===== config.mk =====
export PLATFORM = sky130hd
export DESIGN_NAME = apu_sound_scheduler
export DESIGN_NICKNAME = d
export VERILOG_FILES = /design/src/rtl/apu_sound_scheduler.sv
export SDC_FILE = /design/constraint.sdc
export NUM_CORES = 1
export LEC_CHECK = 0
export CORE_MARGIN = 2
export CORE_UTILIZATION = 51
export DETAILED_ROUTE_END_ITERATION = 7
export GPL_TIMING_DRIVEN = 0
export MAX_ROUTING_LAYER = met4
export PLACE_DENSITY = 0.76
export SLEW_MARGIN = 20
export SYNTH_ARGS = -nofsm -noshare
export SYNTH_HDL_FRONTEND = slang
export SYNTH_SLANG_ARGS = --single-unit

===== constraint.sdc =====
create_clock -name clk -period 2.1 [get_ports clk]
set_input_delay 0.315 -clock clk [delete_from_list [all_inputs] [get_ports clk]]
set_output_delay 0.315 -clock clk [all_outputs]
set_load 0.01 [all_outputs]

===== src/rtl/apu_sound_scheduler.sv =====
// Fixed-priority scheduler for the APU's saw/square/noise voices with a per-frame decaying volume.
// Optional feature macro: APU_SCHED_PREEMPT_EN (higher-priority pending requests cut the current sound).
module apu_sound_scheduler #(
    parameter int EAT_FRAMES = 8,
    parameter int HIT_FRAMES = 12,
    parameter int DIE_FRAMES = 30
) (
    input  logic       clk,
    input  logic       rst_n,
    input  logic       frame_end,
    input  logic       eat_req,
    input  logic       hit_req,
    input  logic       die_req,
    output logic       saw_trigger,
    output logic       square_trigger,
    output logic       noise_trigger,
    output logic [1:0] active_voice,
    output logic [3:0] volume,
    output logic       busy
);

    if (EAT_FRAMES < 1 || EAT_FRAMES > 63 ||
        HIT_FRAMES < 1 || HIT_FRAMES > 63 ||
        DIE_FRAMES < 1 || DIE_FRAMES > 63) begin : g_bad_param
        $error("apu_sound_scheduler: frame counts must be in 1..63");
    end

    localparam logic [5:0] EAT_LAST = 6'(EAT_FRAMES - 1);
    localparam logic [5:0] HIT_LAST = 6'(HIT_FRAMES - 1);
    localparam logic [5:0] DIE_LAST = 6'(DIE_FRAMES - 1);

    typedef enum logic [1:0] {IDLE, START, PLAY} state_t;

    state_t     state_q, state_d;
    logic [2:0] pending_q, pending_d;
    logic [5:0] frames_left_q, frames_left_d;
    logic [1:0] active_q, active_d;
    logic [3:0] volume_q, volume_d;
    logic [2:0] trig_q, trig_d;
    logic       busy_q, busy_d;

    logic [1:0] top_code;
    logic       do_start;
    logic [2:0] req_vec;

    // Voice code doubles as priority: noise(3) > square(2) > saw(1).
    always_comb begin
        top_code = 2'd0;
        if (pending_q[2])      top_code = 2'd3;
        else if (pending_q[1]) top_code = 2'd2;
        else if (pending_q[0]) top_code = 2'd1;
    end

    assign req_vec = {die_req, hit_req, eat_req};

    always_comb begin
        state_d       = state_q;
        pending_d     = pending_q | req_vec;
        frames_left_d = frames_left_q;
        active_d      = active_q;
        volume_d      = volume_q;
        trig_d        = 3'b000;
        do_start      = 1'b0;

        case (state_q)
            IDLE: begin
                if (top_code != 2'd0) do_start = 1'b1;
            end
            START: begin
                state_d = PLAY;
            end
            PLAY: begin
`ifdef APU_SCHED_PREEMPT_EN
                if (top_code > active_q) begin
                    do_start = 1'b1;
                end else
`endif
                if (frame_end) begin
                    if (frames_left_q == 6'd0) begin
                        state_d  = IDLE;
                        active_d = 2'd0;
                        volume_d = 4'd0;
                    end else begin
                        frames_left_d = frames_left_q - 6'd1;
                        volume_d      = (volume_q > 4'd1) ? volume_q - 4'd1 : 4'd1;
                    end
                end
            end
            default: state_d = IDLE;
        endcase

        // A request coinciding with its own grant is absorbed by the clear.
        if (do_start) begin
            state_d  = START;
            active_d = top_code;
            volume_d = 4'd15;
            case (top_code)
                2'd3:    begin frames_left_d = DIE_LAST; trig_d = 3'b100; end
                2'd2:    begin frames_left_d = HIT_LAST; trig_d = 3'b010; end
                default: begin frames_left_d = EAT_LAST; trig_d = 3'b001; end
            endcase
            pending_d = (pending_q | req_vec) & ~trig_d;
        end

        busy_d = (state_d != IDLE);
    end

    always_ff @(posedge clk or negedge rst_n) begin
        if (!rst_n) begin
            state_q       <= IDLE;
            pending_q     <= 3'b000;
            frames_left_q <= 6'd0;
            active_q      <= 2'd0;
            volume_q      <= 4'd0;
            trig_q        <= 3'b000;
            busy_q        <= 1'b0;
        end else begin
            state_q       <= state_d;
            pending_q     <= pending_d;
            frames_left_q <= frames_left_d;
            active_q      <= active_d;
            volume_q      <= volume_d;
            trig_q        <= trig_d;
            busy_q        <= busy_d;
        end
    end

    assign saw_trigger    = trig_q[0];
    assign square_trigger = trig_q[1];
    assign noise_trigger  = trig_q[2];
    assign active_voice   = active_q;
    assign volume         = volume_q;
    assign busy           = busy_q;

endmodule


==> qor.yml <==
yosysSeqAreaShare_pct: 51.5
clock_skew_ns: 0.00210
drv_slew: 0
placement_rows: 16
final_area_sq_um: 1230
die_h_microns: 48.7
ys_ff_latch: 21
io_pins: 16
power_leakage_uw: 0.000521
power_density_nw_per_um2: 1340
dr_total_vias: 779
grt_pass1_vias: 754
rr_worst_depth: 6
finalHoldViolCount: 0
postCtsSetupBuffers: 0
cp-startpoint: "frames_left_q[0]$_DFFE_PN0P_"
fin_crit_ns: 1.76
grt_overflow: 0
power.switching_uw: 661
start_util_pct: 53.1
portBuffers: 15
die_area_sq_um: 2380
worst_pin_slew_ns: 0.876
clockBufferDepth: 2
clk_pin_slew_worst_paths_ns: 0.11
dpl.hpwl_microns: 1400
dpl_cell_area_sq_um: 1200
drtIter0Drc: 6
r2r_slack_ns: 0.34
clock_sinks: 21
dr.pass1.iters: 4
cp_max_fo: 6
finish.net_count: 124
synthToLayoutAreaGrowth_pct: 20.7
ant_nets: 0
cts_tree: "done"
post_cts_resized: 0
setup_tns_ns: 0
ir_drop_uv: 740
core_sq_um: 1920
fill_cells: 172
p_sw_share_pct: 40.1
grt_pass1_wl_microns: 3240
hp-class: "input port to asynchronous set/reset pin"
rsz0062_at_grt: "false"
slowest_delay_ns: 0.50
antenna_cells: 0
p_clk_share_pct: 11.7
path_delay_family: "simple AND/OR/NAND/NOR gates"
antenna_found_initial: 0
synth_warnings: 0
syn_area_sq_um: 1020
setup_ws_ns: 0.343
maxCapViolCount: 0
vias_per_cell: 5.52
grt_max_degree: 22
fmax_ghz: 0.569
drive_above_1_share_pct: 10.5
cts_buffers: 3
synthCells: 95
cp.arrival_ns: 1.98
p_comb_share_pct: 42.7
reg2reg_from: "frames_left_q[0]$_DFFE_PN0P_"
power_frac_seq_pct: 45.5
gp_congestion: 0.823
critPathRequiredTime_ns: 2.33
path_depth: 6
critPathBufInv: 1
dp_cells: 137
routed_wl_microns: 1900
relSlewSlack_pct: 41.4
hold_buffers: 0
htreeDepth: 1
critical_path_class: "register to register"
crit_slowest_cell: "or4_1"
wire_per_inst_microns: 13.5
status: "completed"
avgSynthCellArea_sq_um: 10.7
finalCritPeriodShare_pct: 83.7
path_cells: "inv_1 -> ha_1 -> nor4b_4 -> and2_1 -> or4_1 -> o211ai_1"
place_ws_ns: 0.257
critPathCaptureType: "register"
synth_nets: 104
power.internal_uw: 989
start_kind: "register"
synthDistinctLibCells: 29
setup-violations-final: 0
drcViolationCount: 0
clk-insertion-delay-late_ns: 0.30
instances_no_fill: 141
grtUsageTotal_pct: 17.6
die_x_microns: 48.7
root_buffer: "clkbuf_4"
layout make-up:
| type | count | area, sq um | share of cell area, % |
|---|---|---|---|
| Sequential cell | 21 | 526 | 42.6 |
| Multi-Input combinational cell | 67 | 469 | 38.1 |
| Timing Repair Buffer | 15 | 150 | 12.2 |
| Tap cell | 27 | 33.8 | 2.74 |
| Inverter | 7 | 26.3 | 2.13 |
| Clock buffer | 3 | 22.5 | 1.83 |
| Clock inverter | 1 | 5.00 | 0.406 |
final timing paths:
path	endpoint
worst max-delay path	volume[1]$_DFFE_PN0P_
max in group asynchronous	frames_left_q[5]$_DFFE_PN0P_
worst max register to register	volume[1]$_DFFE_PN0P_
worst min-delay path	volume[1]$_DFFE_PN0P_
min in group clk	active_voice[0]$_DFFE_PN0P_
worst min register to register	active_voice[0]$_DFFE_PN0P_
sequential cells by signal, indices dropped and copies added (netlist names):
signal / cells
frames_left_q: 6
volume: 4
pending_q: 3
trig_q: 3
active_voice: 2
state_q: 2
busy: 1
cells by family (layout without fill, tap and decap cells):
kind of cell,after synthesis,in the layout,share of synthesized area (%)
mux,1,1,0.980
simple gates,37,37,22.5
fa+ha+maj,3,3,3.68
compound gates,25,25,17.9
flops,21,21,51.5
buf+inv,7,26,2.57
xor+xnor,1,1,0.858
power groups by stage:
stage	clock, uW	combinational (uW)	sequential [uW]
4_1_cts	194	709	750
3_5_place_dp	0	703	759
2_1_floorplan	0	422	760
6_report	194	705	751
3_3_place_gp	0	684	748
5_1_grt	218	783	780
metrics by stage:
| stage | hold WS (ns) | util, % | total power (uW) |
|---|---|---|---|
| 2_1_floorplan | 0.0194 | - | 1180 |
| 3_3_place_gp | 0.510 | 62.7 | 1430 |
| 3_5_place_dp | 0.514 | 62.7 | 1460 |
| 4_1_cts | 0.530 | 64.1 | 1650 |
| 5_1_grt | 0.563 | 64.1 | 1780 |
| 6_report | 0.496 | 64.1 | 1650 |
cell usage in the layout, fill, tap and decap left out, drive strengths merged:
| cell | n |
|---|---|
| xnor2 | 1 |
| nor4b | 2 |
| a21oi | 4 |
| clkbuf | 3 |
| o311ai | 3 |
| o211ai | 3 |
| o22ai | 4 |
| or3 | 2 |
| clkdlybuf4s50 | 15 |
| and3b | 1 |
| a311o | 1 |
| o21ai | 5 |
| ha | 3 |
| o2111ai | 1 |
| nand3 | 2 |
| inv | 7 |
| or4 | 1 |
| and2 | 2 |
| o31ai | 1 |
| and3 | 1 |
| nor3 | 7 |
| dfrtp | 21 |
| mux2i | 1 |
| nand2 | 5 |
| nor2 | 12 |
| clkinv | 1 |
| nand2b | 1 |
| nand3b | 1 |
| a21o | 3 |
worst register-to-register path, stage by stage, from the launching register on:
cell	delay [ns]
dfrtp_1	0.42
inv_1	0.06
ha_1	0.25
nor4b_4	0.17
and2_1	0.17
or4_1	0.50
o211ai_1	0.11
synthesized netlist by cell type:
cell / count / area, sq um
a21o_1: 2 / 15.0
a21o_2: 1 / 8.76
a21oi_1: 4 / 20.0
a311o_1: 1 / 10.0
and2_1: 2 / 12.5
and3_1: 1 / 6.26
and3b_2: 1 / 10.0
dfrtp_1: 21 / 526
ha_1: 3 / 37.5
inv_1: 6 / 22.5
inv_2: 1 / 3.75
mux2i_1: 1 / 10.0
nand2_1: 5 / 18.8
nand2b_4: 1 / 13.8
nand3_1: 2 / 10.0
nand3b_4: 1 / 20.0
nor2_1: 12 / 45.0
nor3_1: 7 / 35.0
nor4b_2: 1 / 15.0
nor4b_4: 1 / 23.8
o2111ai_1: 1 / 8.76
o211ai_1: 3 / 22.5
o21ai_0: 5 / 25.0
o22ai_1: 4 / 25.0
o311ai_0: 3 / 26.3
o31ai_4: 1 / 21.3
or3_1: 2 / 12.5
or4_1: 1 / 7.51
xnor2_1: 1 / 8.76
per-layer routing:
layer	track usage, %	share of wire, %	vias to the layer above
met3	2.47	3.2	2
met2	24.9	47	15
met4	7.14	1.0	0
li1	-	-	388
met5	-	0	-
met1	25.7	49	374
Note: power is estimated with default switching activity, not from simulation.
